$ cat config.mk
export PLATFORM = sky130hd
export DESIGN_NAME = tl_pkt_ingress
export DESIGN_NICKNAME = d
export VERILOG_FILES = /design/src/rtl/tl_pkt_ingress.sv
export SDC_FILE = /design/constraint.sdc
export NUM_CORES = 1
export LEC_CHECK = 0
export BUFFER_PORTS_ARGS = -buffer_cell sky130_fd_sc_hd__buf_4
export CAP_MARGIN = 20
export CORE_ASPECT_RATIO = 0.5
export CORE_MARGIN = 3
export CORE_UTILIZATION = 30
export CTS_BUF_LIST = sky130_fd_sc_hd__clkbuf_4 sky130_fd_sc_hd__clkbuf_8
export CTS_CLUSTER_SIZE = 8
export DETAILED_ROUTE_END_ITERATION = 8
export RECOVER_POWER = 100
export SYNTH_ARGS = -nofsm -noshare
export SYNTH_HDL_FRONTEND = slang
export SYNTH_SLANG_ARGS = --single-unit
$ cat constraint.sdc
create_clock -name clk -period 18.99 [get_ports clk]
set_input_delay 0 -clock clk [delete_from_list [all_inputs] [get_ports clk]]
set_output_delay 0 -clock clk [all_outputs]
set_load 0.05 [all_outputs]
$ cat src/rtl/tl_pkt_ingress.sv
`default_nettype none
// ============================================================================
// Module      : tl_pkt_ingress
// Description : AXI-stream to HDR/BODY/TAIL flit ingress with per-VC credit
//               tracking, wormhole VC locking and max-credit / RR allocation.
// Revision    : 1.0 - initial release
// ============================================================================
module tl_pkt_ingress #(
    parameter int AXI_D_WIDTH = 24,
    parameter int DEST_BITS   = 4,
    parameter int TYPE_BITS   = 2,
    parameter int NUM_VC      = 12,
    parameter int BUF_DEPTH   = 12,
    parameter int ALLOC_MODE  = 0,
    localparam int VC_W       = $clog2(NUM_VC),
    localparam int CR_W       = $clog2(BUF_DEPTH + 1),
    localparam int FLIT_W     = TYPE_BITS + AXI_D_WIDTH
) (
    input  logic                   clk,
    input  logic                   rst,
    input  logic [AXI_D_WIDTH-1:0] in_tdata,
    input  logic                   in_tvalid,
    input  logic                   in_tlast,
    input  logic [DEST_BITS-1:0]   in_tuser,
    output logic                   in_tready,
    output logic [FLIT_W-1:0]      flit_data,
    output logic [VC_W-1:0]        flit_vc,
    output logic                   flit_valid,
    input  logic                   flit_ready,
    input  logic                   cred_ret_valid,
    input  logic [VC_W-1:0]        cred_ret_vc,
    output logic [NUM_VC*CR_W-1:0] vc_credits,
    output logic                   busy,
    output logic                   err_cred_ovf
);

    localparam logic [TYPE_BITS-1:0] c_type_hdr  = TYPE_BITS'(2'b11);
    localparam logic [TYPE_BITS-1:0] c_type_body = TYPE_BITS'(2'b10);
    localparam logic [TYPE_BITS-1:0] c_type_tail = TYPE_BITS'(2'b01);
    localparam logic [CR_W-1:0]      c_full      = CR_W'(BUF_DEPTH);

    typedef enum logic [1:0] {
        S_IDLE = 2'd0,
        S_HDR  = 2'd1,
        S_BODY = 2'd2
    } state_t;

    state_t                 r_state;
    logic [VC_W-1:0]        r_cur_vc;
    logic [DEST_BITS-1:0]   r_dest;
    logic [VC_W-1:0]        r_rr_ptr;
    logic [FLIT_W-1:0]      r_flit_data;
    logic [VC_W-1:0]        r_flit_vc;
    logic                   r_flit_valid;
    logic                   r_err;

    logic [CR_W-1:0]        w_cred [NUM_VC];
    logic [NUM_VC-1:0]      w_ovf;
    logic                   w_free;
    logic                   w_cur_cred_ok;
    logic                   w_load_hdr;
    logic                   w_load_body;
    logic                   w_load;
    logic [VC_W-1:0]        w_max_vc;
    logic [CR_W-1:0]        w_max_cred;
    logic                   w_any_cred;
    logic [VC_W-1:0]        w_rr_vc;
    logic                   w_rr_found;
    logic [VC_W-1:0]        w_pick_vc;
    logic [VC_W-1:0]        w_pick_next;

    assign w_free        = !r_flit_valid || flit_ready;
    assign w_cur_cred_ok = (w_cred[r_cur_vc] != '0);
    assign w_load_hdr    = (r_state == S_HDR) && w_free && w_cur_cred_ok;
    assign in_tready     = (r_state == S_BODY) && w_free && w_cur_cred_ok;
    assign w_load_body   = in_tvalid && in_tready;
    assign w_load        = w_load_hdr || w_load_body;

    // Strict '>' keeps the lowest index on ties.
    always_comb begin
        w_max_vc   = '0;
        w_max_cred = w_cred[0];
        w_any_cred = 1'b0;
        for (int v = 0; v < NUM_VC; v++) begin
            if (w_cred[v] != '0)
                w_any_cred = 1'b1;
            if (w_cred[v] > w_max_cred) begin
                w_max_cred = w_cred[v];
                w_max_vc   = VC_W'(v);
            end
        end
    end

    always_comb begin
        int idx;
        idx        = 0;
        w_rr_vc    = r_rr_ptr;
        w_rr_found = 1'b0;
        for (int k = 0; k < NUM_VC; k++) begin
            idx = int'(r_rr_ptr) + k;
            if (idx >= NUM_VC)
                idx = idx - NUM_VC;
            if (!w_rr_found && (w_cred[VC_W'(idx)] != '0)) begin
                w_rr_found = 1'b1;
                w_rr_vc    = VC_W'(idx);
            end
        end
    end

    assign w_pick_vc   = (ALLOC_MODE == 1) ? w_rr_vc : w_max_vc;
    assign w_pick_next = (w_pick_vc == VC_W'(NUM_VC - 1)) ? '0 : w_pick_vc + 1'b1;

    always_ff @(posedge clk) begin
        if (rst) begin
            r_state      <= S_IDLE;
            r_cur_vc     <= '0;
            r_dest       <= '0;
            r_rr_ptr     <= '0;
            r_flit_data  <= '0;
            r_flit_vc    <= '0;
            r_flit_valid <= 1'b0;
        end else begin
            if (w_load) begin
                r_flit_valid <= 1'b1;
                r_flit_vc    <= r_cur_vc;
                if (w_load_hdr)
                    r_flit_data <= {c_type_hdr, AXI_D_WIDTH'(r_dest)};
                else
                    r_flit_data <= {(in_tlast ? c_type_tail : c_type_body), in_tdata};
            end else if (flit_ready) begin
                r_flit_valid <= 1'b0;
            end

            case (r_state)
                S_IDLE: begin
                    if (in_tvalid && w_any_cred) begin
                        r_cur_vc <= w_pick_vc;
                        r_dest   <= in_tuser;
                        if (ALLOC_MODE == 1)
                            r_rr_ptr <= w_pick_next;
                        r_state  <= S_HDR;
                    end
                end
                S_HDR: begin
                    if (w_load_hdr)
                        r_state <= S_BODY;
                end
                S_BODY: begin
                    if (w_load_body && in_tlast)
                        r_state <= S_IDLE;
                end
                default: r_state <= S_IDLE;
            endcase
        end
    end

    // A load and a return on the same VC in one cycle cancel out.
    for (genvar v = 0; v < NUM_VC; v++) begin : g_vc
        logic [CR_W-1:0] r_cnt;
        logic            w_dec;
        logic            w_inc;

        assign w_dec    = w_load && (r_cur_vc == VC_W'(v));
        assign w_inc    = cred_ret_valid && (cred_ret_vc == VC_W'(v));
        assign w_ovf[v] = w_inc && !w_dec && (r_cnt == c_full);

        always_ff @(posedge clk) begin
            if (rst)
                r_cnt <= c_full;
            else if (w_inc && !w_dec && (r_cnt != c_full))
                r_cnt <= r_cnt + 1'b1;
            else if (w_dec && !w_inc)
                r_cnt <= r_cnt - 1'b1;
        end

        assign w_cred[v]                   = r_cnt;
        assign vc_credits[v*CR_W +: CR_W]  = r_cnt;
    end

    always_ff @(posedge clk) begin
        if (rst)
            r_err <= 1'b0;
        else if (|w_ovf)
            r_err <= 1'b1;
    end

    assign flit_data    = r_flit_data;
    assign flit_vc      = r_flit_vc;
    assign flit_valid   = r_flit_valid;
    assign busy         = (r_state != S_IDLE) || r_flit_valid;
    assign err_cred_ovf = r_err;

endmodule
`default_nettype wire

==> metrics, run 1 <==
Final setup viols 0; R2R depth 81; iteration-0 DRC count of the detailed router 384; Seq/Total Area, Yosys 24.3%; xor/xnor cell area share of the yosys netlist 4.61%; setup repair bufs after CTS 0; Post-DRT Antenna Nets 0; Via density 5.17; cell count after synthesis 906; Mapped Area 0.00741 sq mm; Core ar. 0.0235 sq mm; num ports 120; most used flip-flop cell after synthesis dfxtp_1; Adder-Cell Fraction of Synth Area 12.4%; total gr overflow 0; setup TNS 0 ns; top routing layer used met4; # DRC 0; asr flop ratio synth 0%; die area 0.0267 sq mm; crit path DAT 17.78 ns; Hold Crit Class input port to register; number of global-route vias before repair 6867; first drt pass iteration count 5; min cycle time layout 17.52 ns; Reg clk slew, reported paths 0.11 ns; CTS max path bufs 2; largest family of logic cells by synthesized area simple AND/OR/NAND/NOR gates; Tot GR Track Use 16.6%; Slew Limit Fails 29; CP Depth 81; post-synthesis mux area share 11.3%; routed via count 7070; fraction of the mapped netlist area in simple logic gates 22.6%; Worst Skew 0.0130 ns; #FFs+latches synth 90; fin crit share 92.3%; routed len/inst 16.2 microns; number of fillers in the final layout 2512; fmax 0.0571 GHz; final hold violations 0; IO buf count 119; Worst path max stage delay 0.47 ns; number of synthesis warnings 0; Clock Latency Late Sink 0.40 ns; fraction of the mapped netlist area in compound gates 20.3%; final RePlAce weighted congestion 0.902; Final #Nets 1139; DIE WIDTH 228 microns; Post-synth EDFFs 0; worst slew pin tran 1.85 ns; Buf+Inv Stages, Crit Path 4; M1 WL 10200 microns; Critical Path Fanout Max 10; largest net degree at the start of global routing 73; CP Launch Type register; Mapped Nets 1010; CP required 19.25 ns; Starting Density 31.5%; P&R area growth vs syn 19.7%; failing checks max-capacitance violations, max-slew violations; CTS sink count 90; Site Rows 39; Vert. Die Dim 117 microns; RSZ-0062 raised after global routing false; Max-slew headroom -23.0%; H-tree levels 3; critical path's slowest cell ha_2; Mapped Avg Cell Area 8.18 sq um; Final WS setup 1.47 ns; detailed placer's ending HPWL 17100 microns; pre-CTS WS 0.936 ns; share of cells above drive strength 1 10.4%; final WL 22200 microns; Root Buffer clkbuf_8; number of antenna violations at the first check in global routing 0; CTS tree yes; count of different cell masters after synthesis 87; CP dominant cell by count ha_1; first-pass GRT wire length 35900 microns; worst hold path depth 5; CP top delay family compound AO/OA/AOI/OAI gates; max_cap viols 1; status finished with violations; Crit Path Class register to register; CTS buffer count 9; crit end category register; met2 WL post-DR 10400 microns; # diodes 0; met3 wire length 1020 microns
-- cells in the mapped netlist, drive strengths merged (4+ instances only) --
| library cell | count | area share, % |
|---|---|---|
| a211o | 4 | 0.47 |
| a211oi | 9 | 0.91 |
| a21o | 18 | 1.8 |
| a21oi | 43 | 3.1 |
| a31o | 4 | 0.47 |
| a31oi | 19 | 1.9 |
| a32o | 4 | 0.54 |
| a41oi | 4 | 0.47 |
| and2 | 8 | 0.71 |
| and3 | 5 | 0.42 |
| clkbuf | 30 | 1.5 |
| dfxtp | 90 | 24 |
| fa | 12 | 3.2 |
| ha | 54 | 9.1 |
| inv | 52 | 2.6 |
| mux2 | 12 | 2.0 |
| mux2i | 62 | 8.4 |
| nand2 | 48 | 2.4 |
| nand2b | 26 | 2.2 |
| nand3 | 18 | 1.2 |
| nand4 | 14 | 1.2 |
| nor2 | 135 | 6.9 |
| nor2b | 15 | 1.3 |
| nor3 | 19 | 1.3 |
| nor3b | 4 | 0.41 |
| nor4 | 20 | 1.7 |
| o211a | 6 | 0.81 |
| o211ai | 8 | 0.88 |
| o21a | 4 | 0.41 |
| o21ai | 30 | 2.0 |
| o21bai | 12 | 1.2 |
| o22ai | 6 | 0.51 |
| o31a | 5 | 0.59 |
| o31ai | 5 | 0.51 |
| or2 | 9 | 0.76 |
| or3 | 4 | 0.34 |
| xnor2 | 20 | 2.4 |
| xor2 | 19 | 2.2 |
-- cell families (layout without fill, tap and decap cells) --
group,after synthesis,count (layout)
AOI/OAI and AO/OA,209,209
xor gates and xnor gates,39,39
adders and majority gates,66,66
buffers and inverters,85,219
DFF,90,90
muxes,77,77
and+or+nand+nor,340,340
-- what timing repair did --
action | CTS | global route
gates resized for setup | 0 | 16
hold endpoints to repair | 32 | 0
hold buffers | 30 | 0
endpoints found under the setup margin | 0 | 4
-- final cells by class --
| type | count | area, sq um | share of cell area [%] |
|---|---|---|---|
| flip-flops and latches | 90 | 1810 | 20.4 |
| clock buffers | 9 | 124 | 1.40 |
| clock inverters | 7 | 81.3 | 0.917 |
| repair buffers | 151 | 905 | 10.2 |
| well taps | 328 | 410 | 4.63 |
| multi-input cells | 731 | 5350 | 60.3 |
| inverters | 52 | 195 | 2.20 |
-- stage by stage --
| step | std cells | utilization (%) | area [sq um] | hold WS (ns) |
|---|---|---|---|---|
| global route | 1368 | 37.7 | 8870 | 0.113 |
| finish | 1368 | 37.7 | 8870 | 0.0547 |
| detailed placement | 1322 | 36.6 | 8600 | 0.212 |
| floorplan | 906 | - | 7410 | 0.0962 |
| CTS | 1368 | 38.7 | 9110 | 0.0107 |
| global placement | 1322 | 36.6 | 8600 | 0.204 |
-- state kept, by name, summed over array words and instances, names as in the netlist --
register / cells
flit_vc: 4
r_cur_vc: 4
r_dest: 4
r_state: 2
g_vc.r_cnt: 48
err_cred_ovf: 1
flit_data: 26
flit_valid: 1
-- worst reg2reg max path, delay by kind of cell, from the launching register on --
kind	cells	cell delay (ns)
compound gates	31	6.44
fa+ha+maj	11	3.51
buf+inv	4	0.28
flops	1	0.46
mux	7	2.11
simple gates	28	4.59
-- final timing paths --
path	startpoint	endpoint	slack, ns
worst max-delay path	g_vc[0].r_cnt[1]	r_cur_vc[1]	1.47
worst min-delay path	in_tvalid	r_state[1]	0.05
worst max register to register	g_vc[0].r_cnt[1]	r_cur_vc[1]	1.47
worst min register to register	flit_vc[0]	flit_vc[0]	0.46
-- placed cells by master (no fill, tap or decap), types with 5 or more instances in the layout --
cell,count
a211oi_1,9
a21o_1,18
a21oi_1,40
a31oi_1,16
and3_1,5
buf_4,40
clkbuf_1,81
clkbuf_8,9
dfxtp_1,87
dlygate4sd3_1,30
fa_1,12
ha_1,53
inv_1,52
mux2_2,8
mux2i_1,62
nand2_1,48
nand2b_1,26
nand3_1,18
nand4_1,14
nor2_1,132
nor2b_1,15
nor3_1,17
nor4_1,20
o211a_1,6
o211ai_1,7
o21ai_0,29
o21bai_1,12
o22ai_1,6
o31a_1,5
o31ai_1,5
or2_2,7
xnor2_1,20
xor2_1,19
-- routing by layer --
metal	GRT usage, %	up-vias
met1	21.2	3332
li1	-	3553
met2	28.8	156
met3	3.14	29
met5	0	-
met4	5.37	0
Power of run 1 is left out: the tool's default activity adds up to more than one toggle a clock period on the data nets, which glitch-free logic cannot reach.
==> inputs of run 2 (changes only) <==
--- a/config.mk
+++ b/config.mk
@@ -12,4 +12,5 @@
 export CORE_UTILIZATION = 30
 export CTS_BUF_LIST = sky130_fd_sc_hd__clkbuf_4 sky130_fd_sc_hd__clkbuf_8
+export CTS_CLUSTER_DIAMETER = 60
 export CTS_CLUSTER_SIZE = 8
 export DETAILED_ROUTE_END_ITERATION = 8
==> constraint.sdc (replaced) <==
create_clock -name clk -period 21.4 [get_ports clk]
set_input_delay 2.14 -clock clk [delete_from_list [all_inputs] [get_ports clk]]
set_output_delay 2.14 -clock clk [all_outputs]
set_load 0.05 [all_outputs]
==> metrics, run 2 (synthesis results as in run 1) <==
setup repair bufs after CTS 0 (unchanged); detailed placer's ending HPWL 17100 microns (about the same); CP required 21.66 ns (was 19.25 ns); CTS max path bufs 2 (unchanged); CP Launch Type register (unchanged); failing checks max-capacitance violations, max-slew violations (unchanged); Tot GR Track Use 16.3% (was 16.6%); Largest register FFs 48 (unchanged); min cycle time layout 18.80 ns (was 17.52 ns); share of cells above drive strength 1 9.01% (was 10.4%); final RePlAce weighted congestion 0.871 (was 0.902); die area 0.0267 sq mm (unchanged); Via density 5.17 (about the same); Site Rows 39 (unchanged); Post-CTS Resized 0 (unchanged); Reg clk slew, reported paths 0.11 ns (about the same); most frequent cells in the layout nor2_1 (133), dfxtp_1 (90), clkbuf_1 (84) (was nor2_1 (132), dfxtp_1 (87), clkbuf_1 (81)); worst slew pin tran 1.87 ns (was 1.85 ns); final hold violations 0 (unchanged); Crit Path Class register to register (unchanged); critical path's slowest cell nor3_1 (was ha_2); max_cap viols 1 (unchanged); number of global-route vias before repair 6701 (was 6867); total gr overflow 0 (unchanged); number of fillers in the final layout 2564 (was 2512); final WL 21700 microns (was 22200 microns); first-pass GRT wire length 35200 microns (was 35900 microns); Max-slew headroom -24.7% (was -23.0%); largest net degree at the start of global routing 73 (unchanged); Root Buffer clkbuf_8 (unchanged); iteration-0 DRC count of the detailed router 428 (was 384); status finished with violations (unchanged); Worst Skew 0.0168 ns (was 0.0130 ns); Clock Latency Late Sink 0.39 ns (was 0.40 ns); fin crit share 87.9% (was 92.3%); RSZ-0062 raised after global routing false (unchanged); CP dominant cell by count ha_1 (unchanged); CTS tree yes (unchanged); routed len/inst 16.2 microns (about the same); num ports 120 (unchanged); CTS sink count 90 (unchanged); H-tree levels 3 (unchanged); Critical Path Fanout Max 10 (unchanged); Vert. Die Dim 117 microns (unchanged); Largest Register g_vc.r_cnt (unchanged); Starting Density 31.5% (unchanged); Hold Crit Class register to register (was input port to register); fmax 0.0532 GHz (was 0.0571 GHz); DIE WIDTH 228 microns (unchanged); crit path DAT 19.06 ns (was 17.78 ns); P&R area growth vs syn 14.3% (was 19.7%); CTS buffer count 9 (unchanged); routed via count 6920 (was 7070); commonest non-fill, non-tap cell in the layout nor2_1 (unchanged); Slew Limit Fails 29 (unchanged); first drt pass iteration count 5 (unchanged); Core ar. 0.0235 sq mm (unchanged); Final setup viols 0 (unchanged); Worst path max stage delay 0.58 ns (was 0.47 ns); # DRC 0 (unchanged); number of antenna violations at the first check in global routing 0 (unchanged); cts hold-fix bufs 0 (was 30); IO buf count 119 (unchanged); Post-DRT Antenna Nets 0 (unchanged); Final #Nets 1109 (was 1139); setup TNS 0 ns (unchanged); # diodes 0 (unchanged); crit end category register (unchanged)
run 2: changes by cell type in the layout (fill, tap and decap cells not counted), moves of 3 or more:
| cell | delta |
|---|---|
| clkbuf_1 | +3 |
| buf_4 | -4 |
| dlygate4sd3_1 | -30 |
| dfxtp_2 | -3 |
| dfxtp_1 | +3 |
run 2: layout make-up:
class / instances / area, sq um / area share, %
Multi-Input combinational cell: 731 / 5270 / 62.2
Clock buffer: 9 / 124 / 1.46
Clock inverter: 7 / 78.8 / 0.931
Timing Repair Buffer: 121 / 593 / 7.00
Inverter: 52 / 195 / 2.30
Sequential cell: 90 / 1800 / 21.3
Tap cell: 328 / 410 / 4.85
run 2: through the flow:
step / utilization, % / setup WS (ns) / hold WS (ns) / cells / cell area, sq um
after floorplan: - / 4.93 / 0.461 / 906 / 7410
after global placement: 36.6 / 3.91 / 0.445 / 1322 / 8600
after detailed placement: 36.6 / 3.39 / 0.448 / 1322 / 8600
after CTS: 37.4 / 3.31 / 0.463 / 1338 / 8810
after global routing: 36.0 / 0.747 / 0.488 / 1338 / 8470
final: 36.0 / 2.60 / 0.458 / 1338 / 8470
run 2: final timing paths:
kind,startpoint,depth (start not counted),to,slack [ns]
max,g_vc[0].r_cnt[1],81,r_cur_vc[1],2.60
min,flit_vc[1],2,flit_vc[1],0.46
max reg2reg,g_vc[0].r_cnt[1],81,r_cur_vc[1],2.60
min reg2reg,flit_vc[1],2,flit_vc[1],0.46
run 2: routing by layer:
metal / GRT usage [%] / up-vias / part of all wire (%) / wire length (microns)
met1: 21.8 / 3282 / 48 / 10400
met4: 3.90 / 0 / 1.0 / 228
met3: 2.76 / 17 / 4.4 / 950
met2: 27.7 / 142 / 47 / 10200
li1: - / 3479 / - / -
met5: 0 / - / 0 / 0
run 2: critical path: cells and delay by family, from the launching register on:
kind	cells	cell delay, ns
compound gates	31	7.04
buf+inv	4	0.29
simple gates	29	5.48
mux	6	1.80
fa+ha+maj	11	3.47
flops	1	0.55
Power of run 2 is left out for the same reason.
==> inputs of run 3 (changes only) <==
CTS_BUF_LIST = default   (was sky130_fd_sc_hd__clkbuf_4 sky130_fd_sc_hd__clkbuf_8)
==> metrics, run 3 (synthesis results as in run 1) <==
status finished with violations (unchanged); failing checks max-capacitance violations, max-slew violations (unchanged); # DRC 0 (unchanged); largest net degree at the start of global routing 73 (unchanged); Max-slew headroom -25.2% (was -24.7%); Tot GR Track Use 16.2% (was 16.3%); Final #Nets 1109 (unchanged); Seq. cell area 0.00180 sq mm (unchanged); min cycle time layout 18.83 ns (was 18.80 ns); commonest non-fill, non-tap cell in the layout nor2_1 (unchanged); CTS buffer count 9 (unchanged); CP Launch Type register (unchanged); crit end category register (unchanged); final WL 21800 microns (was 21700 microns); Clock Latency Late Sink 0.36 ns (was 0.39 ns); first drt pass iteration count 5 (unchanged); CP top delay family compound AO/OA/AOI/OAI gates (unchanged); Vert. Die Dim 117 microns (unchanged); num ports 120 (unchanged); die area 0.0267 sq mm (unchanged); critical path's slowest cell nor3_1 (unchanged); final RePlAce weighted congestion 0.871 (unchanged); Worst path max stage delay 0.58 ns (about the same); hold path startpoint flit_vc[1] (unchanged); Post-CTS Resized 0 (unchanged); Core ar. 0.0235 sq mm (unchanged); Starting Density 31.5% (unchanged); Worst Skew 0.00834 ns (was 0.0168 ns); cts hold-fix bufs 0 (unchanged); Buf+Inv Stages, Crit Path 4 (unchanged); setup repair bufs after CTS 0 (unchanged); Reg-to-Reg Start g_vc[0].r_cnt[1] (unchanged); # diodes 0 (unchanged); CTS max path bufs 2 (unchanged); Critical Path Fanout Max 10 (unchanged); setup TNS 0 ns (unchanged); Site Rows 39 (unchanged); RSZ-0062 raised after global routing false (unchanged); most frequent cells in the layout nor2_1 (133), dfxtp_1 (90), clkbuf_1 (84) (unchanged); Crit Path Class register to register (unchanged); DIE WIDTH 228 microns (unchanged); CP Depth 81 (unchanged); detailed placer's ending HPWL 17100 microns (unchanged); routed via count 6928 (was 6920); Via density 5.18 (was 5.17); worst hold path depth 2 (unchanged); CP required 21.61 ns (was 21.66 ns); H-tree levels 3 (unchanged); worst setup path startpoint g_vc[0].r_cnt[1] (unchanged); final hold violations 0 (unchanged); Largest Register g_vc.r_cnt (unchanged); IO buf count 119 (unchanged); crit path DAT 19.04 ns (was 19.06 ns); Post-DRT Antenna Nets 0 (unchanged); worst slew pin tran 1.88 ns (was 1.87 ns); Final setup viols 0 (unchanged); Slew Limit Fails 29 (unchanged); P&R area growth vs syn 15.7% (was 14.3%); number of global-route vias before repair 6698 (was 6701); total gr overflow 0 (unchanged); Largest register FFs 48 (unchanged); Multi-input gate area 0.00527 sq mm (unchanged); share of cells above drive strength 1 9.01% (unchanged); R2R depth 81 (unchanged); CP dominant cell by count ha_1 (unchanged); max_cap viols 1 (unchanged); iteration-0 DRC count of the detailed router 455 (was 428); Hold Crit Class register to register (unchanged); Root Buffer clkbuf_16 (was clkbuf_8); fin crit share 88.0% (was 87.9%); number of antenna violations at the first check in global routing 0 (unchanged); r2r setup slk 2.57 ns (was 2.60 ns); Reg clk slew, reported paths 0.08 ns (was 0.11 ns); first-pass GRT wire length 35200 microns (about the same); fmax 0.0531 GHz (was 0.0532 GHz); routed len/inst 16.3 microns (was 16.2 microns); number of fillers in the final layout 2549 (was 2564); CTS sink count 90 (unchanged); CTS tree yes (unchanged)
==> run 3: cell counts in the layout (fill, tap and decap cells not counted) <==
No cell type changed its count.
==> run 3: metrics by stage <==
stage,instance area [sq um],cells,hold WS (ns),utilization (%),worst slack [ns]
2_1_floorplan,7410,906,0.461,-,4.93
3_3_place_gp,8600,1322,0.445,36.6,3.91
4_1_cts,8910,1338,0.458,37.9,3.32
5_1_grt,8570,1338,0.482,36.4,0.773
3_5_place_dp,8600,1322,0.448,36.6,3.39
6_report,8570,1338,0.453,36.4,2.57
==> run 3: area by class of cell <==
type | count | area share, %
clock inverters | 7 | 0.920
multi-input cells | 731 | 61.4
repair buffers | 121 | 6.92
flip-flops and latches | 90 | 21.0
well taps | 328 | 4.79
inverters | 52 | 2.28
clock buffers | 9 | 2.63
==> run 3: final timing paths <==
kind	to
max	r_cur_vc[1]
min	flit_vc[1]
max reg2reg	r_cur_vc[1]
min reg2reg	flit_vc[1]
==> run 3: per-layer routing <==
metal,track usage [%],vias up,wire [microns]
li1,-,3486,-
met1,21.9,3269,10500
met2,27.6,153,10100
met3,2.71,20,895
met4,3.86,0,235
met5,0,-,0
==> run 3: worst reg2reg max path: cells and delay by family (launching register included) <==
kind                       cells  cell delay, ns
AOI/OAI and AO/OA             31            7.04
DFF                            1            0.54
buffers and inverters          4            0.29
muxes                          6            1.80
adders and majority gates     11            3.48
and+or+nand+nor               29            5.47
Power of run 3 is left out for the same reason.
